### src/rtl/pipe_pkg.sv
// rtl/pipe_pkg.sv - shared constants for the pipeline-boundary registers
package pipe_pkg;

    localparam logic [31:0] NOP_INSTR         = 32'h00000000;
    localparam logic [31:0] PC_RESET_VECTOR   = 32'h00000000;
    localparam int          DEFAULT_CNT_WIDTH = 16;

endpackage

### src/rtl/sat_counter.sv
// rtl/sat_counter.sv - saturating up-counter with synchronous clear and registered saturation flag
module sat_counter
    import pipe_pkg::*;
#(
    parameter int W = DEFAULT_CNT_WIDTH
) (
    input  logic         clk,
    input  logic         rst,
    input  logic         clr,
    input  logic         inc,
    output logic [W-1:0] cnt,
    output logic         sat
);

    logic [W-1:0] cnt_q, cnt_d;
    logic         sat_q, sat_d;
    logic [W:0]   cnt_inc;

    always_comb begin
        cnt_inc = {1'b0, cnt_q} + {{W{1'b0}}, 1'b1};
        cnt_d   = cnt_q;
        // A carry out of the top bit means the count is already all-ones: hold it.
        if (clr) begin
            cnt_d = '0;
        end else if (inc && !cnt_inc[W]) begin
            cnt_d = cnt_inc[W-1:0];
        end
        sat_d = &cnt_d;
    end

    always_ff @(posedge clk or posedge rst) begin
        if (rst) begin
            cnt_q <= '0;
            sat_q <= 1'b0;
        end else begin
            cnt_q <= cnt_d;
            sat_q <= sat_d;
        end
    end

    assign cnt = cnt_q;
    assign sat = sat_q;

endmodule

### src/rtl/pipe_stage_reg.sv
// rtl/pipe_stage_reg.sv - pipeline-boundary register with valid bit, flush-to-bubble and stall counter
module pipe_stage_reg
    import pipe_pkg::*;
#(
    parameter int               WIDTH        = 32,
    parameter logic [WIDTH-1:0] RESET_VALUE  = WIDTH'(PC_RESET_VECTOR),
    parameter logic [WIDTH-1:0] BUBBLE_VALUE = WIDTH'(NOP_INSTR),
    parameter int               CNT_WIDTH    = DEFAULT_CNT_WIDTH
) (
    input  logic                 clk,
    input  logic                 rst,
    input  logic                 CE,
    input  logic                 stall,
    input  logic                 flush,
    input  logic [WIDTH-1:0]     D,
    input  logic                 valid_in,
    input  logic                 cnt_clr,
    output logic [WIDTH-1:0]     Q,
    output logic                 valid_out,
    output logic [CNT_WIDTH-1:0] stall_cnt,
    output logic                 cnt_sat
);

    logic [WIDTH-1:0] q_q, q_d;
    logic             valid_q, valid_d;
    logic             stall_inc;

    // Priority: flush > stall > load > hold.
    always_comb begin
        q_d     = q_q;
        valid_d = valid_q;
        if (flush) begin
            q_d     = BUBBLE_VALUE;
            valid_d = 1'b0;
        end else if (!stall && CE) begin
            q_d     = D;
            valid_d = valid_in;
        end
    end

    always_ff @(posedge clk or posedge rst) begin
        if (rst) begin
            q_q     <= RESET_VALUE;
            valid_q <= 1'b0;
        end else begin
            q_q     <= q_d;
            valid_q <= valid_d;
        end
    end

    // Only stalls that hold a real instruction are counted.
    assign stall_inc = stall && !flush && valid_q;

    sat_counter #(
        .W (CNT_WIDTH)
    ) u_stall_cnt (
        .clk (clk),
        .rst (rst),
        .clr (cnt_clr),
        .inc (stall_inc),
        .cnt (stall_cnt),
        .sat (cnt_sat)
    );

    assign Q         = q_q;
    assign valid_out = valid_q;

endmodule

### config.mk
export PLATFORM = sky130hd
export DESIGN_NAME = pipe_stage_reg
export DESIGN_NICKNAME = d
export VERILOG_FILES = /design/src/rtl/pipe_pkg.sv /design/src/rtl/sat_counter.sv /design/src/rtl/pipe_stage_reg.sv
export SDC_FILE = /design/constraint.sdc
export NUM_CORES = 1
export LEC_CHECK = 0
export BUFFER_PORTS_ARGS = -buffer_cell sky130_fd_sc_hd__buf_2
export CAP_MARGIN = 20
export CORE_UTILIZATION = 40
export CTS_CLUSTER_DIAMETER = 200
export CTS_CLUSTER_SIZE = 40
export DETAILED_ROUTE_END_ITERATION = 12
export HOLD_SLACK_MARGIN = 0.02
export PLACE_DENSITY = 0.67
export SLEW_MARGIN = 30
export SYNTH_ARGS = -nofsm -noshare
export SYNTH_HDL_FRONTEND = slang
export SYNTH_SLANG_ARGS = --single-unit
### constraint.sdc
create_clock -name clk -period 3.97 [get_ports clk]
set_input_delay 0.397 -clock clk [delete_from_list [all_inputs] [get_ports clk]]
set_output_delay 0.397 -clock clk [all_outputs]
set_load 0.1 [all_outputs]
Word-level counts from Yosys, hierarchy flattened
Index checks and enable logic that the tools add are counted.
W data, S select, Z words.
{"block": "op_classes", "muxes": 6, "order_cmp": 0, "div": 0, "n_eq_ne": 0, "n_reduce_logical": 9, "bitwise": 0, "mul": 0, "addsub": 1, "shift": 0}
{"operator": "$mux W32", "n": 2}
{"operator": "$mux W16", "n": 2}
{"operator": "$add A16 B1 Y17 const B", "n": 1}
{"operator": "$reduce_and A16 Y1", "n": 1}
{"operator": "$logic_and A1 B1 Y1", "n": 4}
{"operator": "$logic_not A1 Y1", "n": 3}
{"operator": "$mux W1", "n": 2}
{"operator": "$reduce_bool A2 Y1", "n": 1}
{"block": "totals", "output_inout_bits": 50, "latchBits": 0, "romBits": 0, "mem_bits_rw": 0, "ff_bits": 50, "input_bits": 39, "n_memories": 0}

Longest topological paths before layout
Gate-level depths: netlist (run 1).
{"block": "depth", "depth_word": 7, "mapped_depth": 8}

Hierarchy
From an unflattened synthesis (run 1), not the netlist that was laid out.
{"block": "hier_totals", "cells_unflattened": 263, "area_unflattened_um2": 2703.8}
{"mod": "pipe_stage_reg", "area_per_inst_um2": 1682.9, "cells_per_inst": 152, "n_inst": 1}
{"mod": "sat_counter", "area_per_inst_um2": 1021.0, "cells_per_inst": 111, "n_inst": 1}

Worst setup path before layout (run 1)
Ideal clock, no wire load.
{"block": "synth_path", "kind": "reg-to-reg", "from": "reg u_stall_cnt.cnt_q[0], in the netlist u_stall_cnt.cnt[0]", "to": "reg u_stall_cnt.sat_q, in the netlist u_stall_cnt.sat", "setup_slack_ps": 736, "required_ps": 3874, "stages_incl_launch_ff": 9, "setup_ps": 96, "arrival_ps": 3138, "path_cell_list": "dfrtp_1 > ha_1 > nand4_2 > or4_1 > buf_2 > nand4_1 > xor2_1 > or4_1 > nor4_2"}
{"block": "synth_via", "elab_chain_len": 6}
{"element": "from (decl)", "line_no": "sat_counter.sv:15", "rtl": "logic [W-1:0] cnt_q, cnt_d;"}
{"element": "from (signal assigned)", "line_no": "sat_counter.sv:36", "rtl": "cnt_q <= cnt_d;"}
{"element": "$add A16 B1 Y17", "line_no": "sat_counter.sv:20", "rtl": "cnt_inc = {1'b0, cnt_q} + {{W{1'b0}}, 1'b1};"}
{"element": "$logic_not A1 Y1", "line_no": "sat_counter.sv:25", "rtl": "end else if (inc && !cnt_inc[W]) begin"}
{"element": "$logic_and A1 B1 Y1", "line_no": "sat_counter.sv:25"}
{"element": "$mux W16 (*)", "line_no": "sat_counter.sv:25"}
{"element": "$mux W16 (*)", "line_no": "sat_counter.sv:23", "rtl": "if (clr) begin"}
{"element": "$reduce_and A16 Y1 (*)", "line_no": "sat_counter.sv:28", "rtl": "sat_d = &cnt_d;"}
{"element": "net u_stall_cnt.sat_d", "line_no": "sat_counter.sv:16", "rtl": "logic sat_q, sat_d;"}
{"element": "to (signal assigned)", "line_no": "sat_counter.sv:37", "rtl": "sat_q <= sat_d;"}
{"element": "to (decl)", "line_no": "sat_counter.sv:16"}
Mark *: on every way through the listed nets, which the timed path passes. The rest lies on a longest branch.
A chain may end at the register's enable or synchronous reset.

Worst setup path after layout (run 1)
Ends and elaborated chain as after synthesis.

==> results of run 1 <==
[worst max-delay path, delay by kind of cell (launching register included)]
family / cells / cell delay (ps)
xor gates and xnor gates: 1 / 90
adders and majority gates: 1 / 240
DFF: 1 / 460
and+or+nand+nor: 5 / 1770
[metal layers]
layer,vias to the layer above,track usage [%],wire length (um),part of all wire (%)
met3,6,6.217,380,8.0
met5,-,0,0,0
li1,851,-,-,-
met2,70,26.79,2075,44
met4,0,4.938,44,0.93
met1,807,25.00,2239,47
[layout make-up]
cell class | instances | area, sq um | share of cell area, %
Timing Repair Buffer | 90 | 455.4 | 16.32
Clock inverter | 1 | 30.03 | 1.076
Clock buffer | 7 | 76.32 | 2.735
Sequential cell | 50 | 1251 | 44.84
Inverter | 2 | 10.01 | 0.3587
Tap cell | 70 | 87.58 | 3.139
Multi-Input combinational cell | 121 | 879.6 | 31.52
[path summary, 6_finish.rpt]
kind | startpoint | end | slack, ps | cells past startpoint
max in group asynchronous | rst | Q[5] | 3400 | 2
hold reg to reg | Q[14] | Q[14] | 510 | 1
setup / recovery | u_stall_cnt.cnt[0] | u_stall_cnt.sat | 1310 | 7
min in group clk | D[26] | Q[26] | 310 | 2
setup reg to reg | u_stall_cnt.cnt[0] | u_stall_cnt.sat | 1310 | 7
hold / removal | rst | Q[18] | 170 | 2
[logic make-up (layout without fill, tap and decap cells)]
logic type	after synthesis	after routing	synth area share, %
buffers and inverters	12	100	2.131
DFF	50	50	57.60
muxes	5	5	2.650
AOI/OAI and AO/OA	44	44	16.42
xor gates and xnor gates	6	6	2.419
adders and majority gates	1	1	0.5759
and+or+nand+nor	65	65	18.20
[synthesized netlist by cell type, types with 2 or more instances]
library cell	n
dfrtp_1	50
a211oi_1	2
o21ai_0	3
clkbuf_1	9
xnor2_1	2
nand3_1	5
nand4_1	7
nand4_2	2
or4_1	2
a21oi_1	3
or3_1	2
xor2_1	4
nor4_1	2
nand4b_1	2
mux2i_1	2
nor2b_1	7
nand2_1	7
inv_1	2
a22o_1	32
nor2_1	18
and3_1	2
[cells in the final DEF (no fill, tap or decap), types with 3 or more instances in the layout]
master / netlist / final
buf_2: 1 / 88
dfrtp_1: 50 / 50
a22o_1: 32 / 32
nor2_1: 18 / 17
nand4_1: 7 / 7
nand2_1: 7 / 7
nor2b_1: 7 / 6
nand3_1: 5 / 5
clkbuf_8: 0 / 5
xor2_1: 4 / 4
o21ai_0: 3 / 3
a21oi_1: 3 / 3
[through the flow]
step	total power [mW]	utilization, %	instance area [sq um]	setup slack [ps]
2_1_floorplan	0.6952	-	2172	736.2
3_3_place_gp	0.7415	51.84	2681	1411
3_5_place_dp	0.7424	51.89	2684	1342
4_1_cts	1.093	53.94	2790	1316
5_1_grt	1.129	53.94	2790	1188
6_report	1.081	53.94	2790	1314
[state kept, by name (all words and copies together) (netlist names)]
signal	count
valid_out	1
u_stall_cnt.sat	1
Q	32
u_stall_cnt.cnt	16
[power breakdown]
group | total [mW] | internal, mW | switching [mW]
clock | 0.350 | 0.189 | 0.162
sequential | 0.534 | 0.524 | 0.00906
combinational | 0.197 | 0.0386 | 0.158
==> summary by stage, run 1 <==
Place
The wire-length estimate of the detail-placed layout is 3461 um. The cell count after placement is 333. At the end of routability-driven placement, the weighted congestion stood at 0.8746.

The quantity of I/O buffers inserted on ports is 88.

Floorplan
The core outline area is 5172 sq um. Once the floorplan was initialized, standard cells occupied 41.99% of the core. The full die area is 5729 sq um.

The die width is 75.69 um. For this design the top-level I/O count stands at 89. The floorplan has 26 rows. Measured along the y axis, the die boundary spans 75.69 um.

Clock tree
After clock tree synthesis, the setup repair step added 0 buffers. The clock-pin slew reported for the worst setup and hold paths after clock tree synthesis is 90 ps. The root buffer selected by CTS is clkbuf_8. The total of cells resized after clock tree synthesis is 0. After clock tree synthesis, the flow added hold-fix buffers numbering 0. CTS saw 50 sinks.

TritonCTS built the clock tree. The buffer depth of the longest clock path is 2. The CTS buffer count is 5. For the worst-skew pair, the clock arrives at the later sink with an insertion delay of 290 ps.

The deepest level of the CTS H-tree is 2.

STA
For the pin with the worst max-slew slack, the measured transition is 593.1 ps. Of the available clock period, the critical path in the final layout requires 66.90%. Static timing analysis puts the maximum clock frequency at 376.5 MHz. Final hold analysis gives a worst-case slack of 168.7 ps. The final hold violation count is 0. For the final database, setup skew stands at 3.100 ps. Setup repair after global routing left no endpoint under its margin.

The final critical path time including I/O delays and setup is 2656 ps. The count of final setup violators is 0. Summed over all failing endpoints, the final setup total negative slack is 0 ps. The worst relative slew slack is 60.46%.

The final number of max-transition violations is 0.

Setup path
Counting stages on the worst path, the most repeated cell is or4_1. The start-to-end type of the worst setup path is register to register. Traced cell by cell, the critical path runs through ha_1, nand4_2, or4_1, nand4_1, xor2_1, or4_1, nor4_2. The highest-delay cell along the critical path is or4_1. The maximum fanout encountered on the critical timing path is 7. STA classifies the critical path endpoint as a register. Data on the critical path arrives at its endpoint at 2870 ps. For this run, the slowest stage of the critical path takes 680 ps. The worst setup path is launched from a register.

The data required time at the worst endpoint is 4180 ps.

Power
For this design the ratio of total power to cell area is 387.3 nW/um^2. The static leakage is 1.479 nW. IR analysis of the VDD net gives a maximum drop of 0.2072 mV.

Finish
The post-route netlist has 40.22% of its cells at a drive strength greater than 1. The number of inserted diodes is 0. Once layout is complete, the cells apart from fillers number 341. The layout has 475 filler cells.

The number of nets in the layout is 310. The post-synthesis to final-layout area growth is 28.46%.

Synthesis
Synthesis produced 183 cells. The portion of synthesized cell area occupied by the leading cell type is 57.60%. The most used flip-flop cell after synthesis is dfrtp_1. The total nets after synthesis is 223. In this run, distinct cell masters in the synthesized netlist total 39. The post-synthesis sequential area ratio is 57.60%.

By area the synthesized netlist is led by dfrtp_1, a22o_1, nor2_1, nand4_1, nor2b_1. After synthesis the cells add up to 2172 sq um. The fraction of registers with async set or reset after synthesis is 100.0%. Summed over all instances, the cell type with the most area after synthesis is dfrtp_1. In this run, synthesis inferred 0 flip-flops with an integrated enable. Dividing the synthesized area by the synthesized cell count gives 11.87 sq um. The number of register bits inferred by synthesis is 50. The count of warnings emitted by yosys is 0.

Global routing
Entering global routing, the biggest net connects 51 pins. The first-pass GRT wire length is 7603 um. The number of global-route vias before repair came to 1558. The number of antenna violations at the first check in global routing came to 0. The total congestion overflow after global routing is 0. The combined global-route utilization of all metal layers is 17.97%.

Routing
After detailed routing, the number of remaining DRC violations is 0. For this run, the detailed router's first-pass iteration total came to 4. The total number of vias is 1734. The count of nets left with antenna violations once routing finished came out at 0. The vias per cell is 5.085. The violation count after the first detailed-routing iteration is 80.

Dividing the detail-routed wire length by the instance count gives 13.90 um. The routed wire length is 4739 um.

Hold path
The worst hold path class is input pin to async pin.

Status
The flow ran to the end, and the final reports show no timing, DRC or antenna violations.

Job
The count of maximum capacitance violations is 0.
Note: power is estimated with default switching activity, not from simulation.
==> inputs of run 2 (changes only) <==
ABC_AREA = 1   (was unset)
PLACE_DENSITY = 0.65   (was 0.67)
clock period = 2.5 ns   (was 3.97 ns; I/O delays follow)
==> summary by stage, run 2 <==
Finish
In the layout the commonest cells are buf_2, nand2_1, inv_1. In the final layout, the share of cells above drive strength 1 is 26.43%. The post-synthesis to final-layout area growth is 23.27%. The number of nets in the layout is 460. The commonest non-fill, non-tap cell in the layout is buf_2. The flip-flop count of the largest register after layout is 32. The number of antenna diodes in the final layout is 0. The cell area after layout is 3162 sq um.

Setup path
The worst setup path is of the register to register kind. The cell family contributing the most delay on the critical path is simple AND/OR/NAND/NOR gates. The worst register-to-register path begins at u_stall_cnt.cnt[0]. STA classifies the critical path endpoint as a register. The register-to-register setup slack is 500 ps. Along the worst path, the maximum fanout reaches 15. Counting both buffers and inverters, the worst setup path holds a total of 1. In this run the critical register-to-register path is captured at u_stall_cnt.sat.

The data required time at the worst endpoint is 2730 ps. The highest-delay cell along the critical path is dfrtp_1. STA puts the critical path data arrival time at 2230 ps.

Walking the worst path, the cells encountered are ha_1, inv_1, nor2_4, nand2_4, nor2_4, nor2_4, nand2_1, o21ai_0, nand3_1, nor2_1, nand2_1, nor2_1. The worst stage delay on the critical path is 460 ps. For the worst flop-to-flop path, the logic depth is 12. The worst setup path is launched from a register. The cell occurring most often along the worst timing path is nor2_4.

Synthesis
The cell count after synthesis is 332. Among all cell types in the netlist, the one instantiated most often is nand2_1. The number of synthesized flops with an enable pin is 0.

Ranked by instance count, the synthesized netlist is headed by nand2_1, inv_1, nand3_1. The number of register bits inferred by synthesis is 50. The area of the mapped netlist is 2565 sq um.

Synthesis produced a netlist with a net count of 372. The synthesized netlist devotes 9.512% of its cell area to compound gates. By area the synthesized netlist is led by dfrtp_1, nand3_1, nand2_1, inv_1, o21ai_0. For this run, the number of Yosys warnings is 0. Of the post-synthesis cell area, the part taken by muxes is 0%. In the synthesized netlist the dominant register cell turns out to be dfrtp_1. Counting flops with an async set or reset pin after synthesis yields a share of 100.0%. The post-synthesis sequential area ratio is 48.78%. The netlist uses 28 different library cells. The arithmetic-cell share of the synthesized area counting full adders, half adders and majority gates is 0.4878%. The per-instance average area after synthesis is 7.726 sq um. The portion of synthesized cell area occupied by the leading cell type is 48.78%. The synthesized design spends more area on one cell type than any other, namely dfrtp_1.

The share of the synthesized netlist area taken by xor and xnor gates is 1.707%. The combinational family with the most area after synthesis is simple AND/OR/NAND/NOR gates. After Yosys synthesis, and, or, nand and nor cells account for 28.78% of the synthesized area.

Hold path
The worst hold path passes through 3 cells. The hold path endpoint is Q[9]. The path class of the tightest hold or removal check is input pin to register. The startpoint of the worst hold path is D[9].

Floorplan
The die span in y is 82.08 um. Once the floorplan was initialized, standard cells occupied 42.32% of the core. The floorplan has 28 rows. The die width is 82.08 um. The core outline area is 6061 sq um. During I/O placement, the number of pins put on the boundary was 89.

The full die area is 6736 sq um.

Status
The flow ran to the end, and the final reports show no timing, DRC or antenna violations.

Place
At the end of routability-driven placement, the weighted congestion stood at 0.8209. The sum of net half-perimeters after detailed placement is 4501 um. Port buffering added 88 buffers. After detailed placement, the total cell area comes to 3075 sq um.

STA
Timing would allow up to 501.1 MHz. The routed design could run at a clock period as short as 1996 ps. The slew of the pin with the lowest slew margin is 648.2 ps. The final hold violation count came to 0. The worst hold margin is 176.3 ps. Setup violations remaining at the end of the flow were counted as 0.

The final period utilization is 79.82%. Setup repair after global routing left no endpoint under its margin. After routing, the total negative slack on setup checks comes to 0 ps. The final number of max-transition violations is 0. The setup clock skew after layout is 5.983 ps. Measured against its own limit, the worst slew margin works out to 56.68%.

Clock tree
The TritonCTS clock tree is done. Clock-pin slew was measured on the worst setup and hold paths at 90 ps. After clock tree synthesis, the flow added hold-fix buffers numbering 1. The clock net in this run drives a total of 50 sinks. Once the clock tree was built, the setup fixing pass inserted 0 buffers. The tree is rooted in a clkbuf_8. The clock tree synthesis step divided the H-tree into 2 levels. The buffer depth of the longest clock path is 2. Clock latency on the worst-skew pair, taken at its later pin, is 290 ps.

The number of clock buffers added by TritonCTS is 5. The total of cells resized after clock tree synthesis is 0.

Power
The completed layout was analyzed and its total power is 1.628 mW. The static leakage is 1.737 nW. The peak ir drop on the vdd network is 0.3720 mV. In this run the power density over the cells is 514.8 nW/um^2.

Routing
The routed wire length is 6133 um. The vias per cell is 4.867. The remaining design rule violation count is 0. In this run the remaining antenna-violating nets after routing total 0.

The first detailed-routing pass ran for 4 iterations. The violation count after the first detailed-routing iteration is 127. The routed layout has 2409 vias.

The post-detailed-route wirelength per cell is 12.39 um.

Global routing
The number of global-route vias before repair is 2308. The first-pass GRT wire length is 10290 um. Global routing used 19.82% of the available tracks. Entering global routing, the biggest net connects 37 pins. The total congestion overflow after global routing is 0. The number of antenna violations at the first check in global routing is 0.

Job
Max-cap violations in this run came to 0.
==> run 2: cell count changes after synthesis, sizes merged, moves of 4 or more <==
| cell | before | now |
|---|---|---|
| nor2b | 7 | 0 |
| nand2 | 7 | 66 |
| a22o | 32 | 0 |
| nor2 | 18 | 32 |
| nor4 | 4 | 0 |
| nand3 | 5 | 55 |
| nand4 | 9 | 2 |
| inv | 2 | 58 |
| o21ai | 4 | 36 |
==> run 2: worst min-delay path: stages <==
cell	delay [ps]
buf_2	70
nand3_1	60
nand2_1	50
==> run 2: worst max path at each step <==
stage,slack [ps],endpoint,cells past startpoint,start
floorplan,90,u_stall_cnt.sat,12,u_stall_cnt.cnt[0]
global placement,600,u_stall_cnt.sat,12,u_stall_cnt.cnt[0]
detailed placement,540,u_stall_cnt.sat,12,u_stall_cnt.cnt[0]
CTS,510,u_stall_cnt.sat,12,u_stall_cnt.cnt[0]
global route,320,u_stall_cnt.sat,11,u_stall_cnt.cnt[0]
finish,500,u_stall_cnt.sat,12,u_stall_cnt.cnt[0]
==> run 2: area by class of cell <==
class                      count  area [sq um]
fill                         616          2899
sequential                    50          1251
multi-input combinational    211          1039
timing repair buffer          93         480.5
inverter                      59         221.5
tap                           75         93.84
clock buffer                   7         76.32
==> run 2: routing by layer <==
metal | global-route usage [%] | part of all wire [%]
met1 | 26.30 | 45
met2 | 32.48 | 47
met5 | 0 | 0
met4 | 4.211 | 0.75
met3 | 5.111 | 7.7
==> run 2: kinds of logic after synthesis <==
logic type,count (synthesis)
and+or+nand+nor,161
buffers and inverters,71
DFF,50
AOI/OAI and AO/OA,44
xor gates and xnor gates,5
adders and majority gates,1
==> run 2: where the power goes <==
part	switching (mW)	leakage, nW	internal (mW)	total, mW
registers	0.0151	0.685	0.834	0.849
clock network	0.251	0.0383	0.193	0.444
logic	0.275	1.01	0.0596	0.335
==> run 2: per-stage QoR <==
stage | setup slack [ps] | instances | utilization (%)
5_1_grt | 315.6 | 495 | 52.17
3_5_place_dp | 536.5 | 487 | 50.74
2_1_floorplan | 85.85 | 332 | -
4_1_cts | 507.0 | 495 | 52.17
3_3_place_gp | 596.8 | 487 | 50.74
6_report | 504.4 | 495 | 52.17
==> inputs of run 3 (changes only) <==
PLACE_DENSITY = 0.68   (was 0.65)
clock period = 1.75 ns   (was 2.5 ns; I/O delays follow)
==> summary by stage, run 3 (same netlist as run 2, synthesis figures left out) <==
Power
Per report_power, the combinational group accounts for 19.5% of the total. The fraction of power consumed by the clock network is 32.4%. The analysis attributes to net switching a power of 0.8089 mW. The internal portion of the total power is 1.711 mW. Registers are responsible for 48.1% of the overall power. Across the VDD grid, the largest voltage drop is 0.6185 mV. The total power per unit cell area is 736.7 nW/um^2. The static leakage is 1.817 nW. The switching fraction of total power is 32.10%.

Status
The flow ran to the end, and the final reports show no timing, DRC or antenna violations.

Routing
In the routed design, unresolved DRC markers number 0. The post-detailed-route count of antenna-violating nets is 0. The post-detailed-route wirelength per cell is 12.63 um.

The number of iterations in the first detailed-routing pass is 4. The routed layout has 2471 vias. The routed wire length is 6454 um. The violation count after the first detailed-routing iteration is 119.

The vias per cell is 4.836.

Global routing
The number of global-route vias before repair is 2274. The total congestion overflow after global routing is 0. Entering global routing, the biggest net connects 37 pins. The first-pass GRT wire length is 10390 um. Global routing used 20.47% of the available tracks. The number of antenna violations at the first check in global routing came to 0.

Setup path
The critical path goes through ha_4, inv_2, nor2_4, nand2_4, nor2_4, nor2_4, buf_4, nand3_1, nand3_2, nor2_1, nand3_1, nor2_1. The slowest stage of the critical path is the dfrtp_2 cell. The worst setup path is of the register to register kind.

The startpoint type of the worst setup path is a register. The number of buffers and inverters on the critical path is 2. Of all nets on the critical path, the largest fanout is 6. The endpoint type of the worst setup path is a register. The data required time at the worst endpoint is 1990 ps. The worst stage delay on the critical path is 410 ps. The most numerous cell type found on the critical path is nor2_4.

STA puts the critical path data arrival time at 1990 ps. Broken down by cell family, the worst path's largest delay share belongs to simple AND/OR/NAND/NOR gates.

STA
The final hold violation count came to 0. The summed negative setup slack over all endpoints is 0 ps. The final number of max-transition violations is 0.

Setup repair after global routing could not meet its margin everywhere. For this run, the top clock speed supported by timing is 572.2 MHz. The final critical path takes up 99.87% of the cycle. The slew of the pin with the lowest slew margin is 545.7 ps. The final critical path time including I/O delays and setup is 1748 ps. Setup violations remaining at the end of the flow were counted as 0. Measured against its own limit, the worst slew margin works out to 63.56%. The setup clock skew after layout is 4.629 ps.

Finish
The post-layout instance count excluding filler cells is 511. The number of inserted diodes is 0. The library cells used most frequently in the layout, excluding fill and tap cells, are buf_2, nand2_1, inv_1. For this run, the post-layout net count is 475.

After filler insertion, the fill cell instance count of the layout stands at 585. The post-synthesis to final-layout area growth is 33.37%. The cell area after layout is 3421 sq um.

The proportion of layout cells with a drive suffix above 1 is 36.47%. The register with the most flip-flops in the layout has 32 of them. The library cell used most frequently in the layout, excluding fill and tap cells, is buf_2.

Clock tree
TritonCTS created 5 clock buffers. For this design, the sink count on the clock tree is 50. CTS built an H-tree with a depth of 2.

The buffer depth of the longest clock path is 2. TritonCTS built the clock tree. The root buffer selected by CTS is clkbuf_8. After clock tree synthesis, the clock-pin slew on the worst setup and hold paths is 100 ps.

Clock latency on the worst-skew pair, taken at its later pin, is 300 ps.

Place
The congestion estimate from routability-driven global placement came to 0.8949. Port buffering added 88 buffers. The HPWL after detailed placement is 4607 um. The cell count after placement is 494.

Summing all placed instances gives a cell area of 3192 sq um.

Floorplan
The number of cell rows is 28. 89 I/O pins were placed. The die span in y is 82.08 um. The full die area is 6736 sq um. The die width is 82.08 um. The core region is 6061 sq um. The initial utilization of the core area, before any placement, comes to 42.32%.

Job
The count of maximum capacitance violations is 0.

Hold path
The worst hold path belongs to the class input pin to register.
==> run 3: changes by cell type in the layout (fill, tap and decap cells not counted), moves of 2 or more <==
cell	previous run	this run
dfrtp_2	0	17
buf_12	0	2
dfrtp_1	50	33
buf_4	4	15
nand3_2	1	4
clkbuf_1	2	0
inv_2	2	4
nand3_1	54	51
nor2_1	28	23
clkinvlp_4	0	2
nor2_2	0	5
==> run 3: worst paths after layout <==
path                       cells after the start                from  slack, ps         endpoint
max                                           12  u_stall_cnt.cnt[0]          2  u_stall_cnt.sat
min                                            3                D[9]         90             Q[9]
max reg2reg                                   12  u_stall_cnt.cnt[0]          2  u_stall_cnt.sat
min reg2reg                                    2               Q[19]        510            Q[19]
max in group asynchronous                      4                 rst        760            Q[25]
min in group asynchronous                      3                 rst        460            Q[29]
==> run 3: per-stage QoR <==
| stage | total power, mW | util [%] | worst slack, ps | hold slack, ps |
|---|---|---|---|---|
| 3_3_place_gp | 1.723 | 52.66 | 43.97 | 266.1 |
| 5_1_grt | 2.624 | 56.44 | -106.5 | 101.4 |
| 3_5_place_dp | 1.726 | 52.66 | -46.67 | 269.4 |
| 6_report | 2.520 | 56.44 | 2.205 | 93.36 |
| 2_1_floorplan | 1.602 | - | -184.3 | 315.8 |
| 4_1_cts | 2.550 | 55.31 | 2.026 | 83.75 |
==> run 3: layout make-up <==
class | instances | area, sq um | area share (%)
clock buffer | 5 | 68.82 | 2.012
clock inverter | 3 | 45.04 | 1.317
inverter | 59 | 221.5 | 6.474
multi-input combinational | 212 | 1105 | 32.30
sequential | 50 | 1272 | 37.20
tap | 75 | 93.84 | 2.743
timing repair buffer | 107 | 614.3 | 17.96
==> run 3: worst reg2reg max path: cells and delay by family (launching register included) <==
family / cells / cell delay, ps
AND/OR/NAND/NOR: 9 / 950
flip-flops: 1 / 410
buffers and inverters: 2 / 190
adder cells (fa/ha/maj): 1 / 150
==> run 3: timing repair <==
| action | CTS | global route |
|---|---|---|
| pin swaps | 1 | 8 |
| hold endpoints to repair | 24 | 0 |
| buffers inserted | 3 | 4 |
| gates cloned | 1 | 0 |
| setup endpoints to repair | 1 | 2 |
| gates resized for setup | 2 | 12 |
| hold buffers | 1 | 0 |
==> run 3: per-layer routing <==
layer,up-vias,routed length (um),track usage (%)
met5,-,0,0
li1,1250,-,-
met4,0,132,7.895
met2,98,2901,31.98
met3,12,513,6.111
met1,1111,2907,26.55
==> run 3: power groups by stage <==
stage	registers, mW	clock network [mW]	logic, mW
after floorplan	1.51	0	0.0936
after global placement	1.23	0	0.489
after detailed placement	1.23	0	0.492
after CTS	1.21	0.843	0.496
after global routing	1.22	0.883	0.524
final	1.21	0.816	0.492
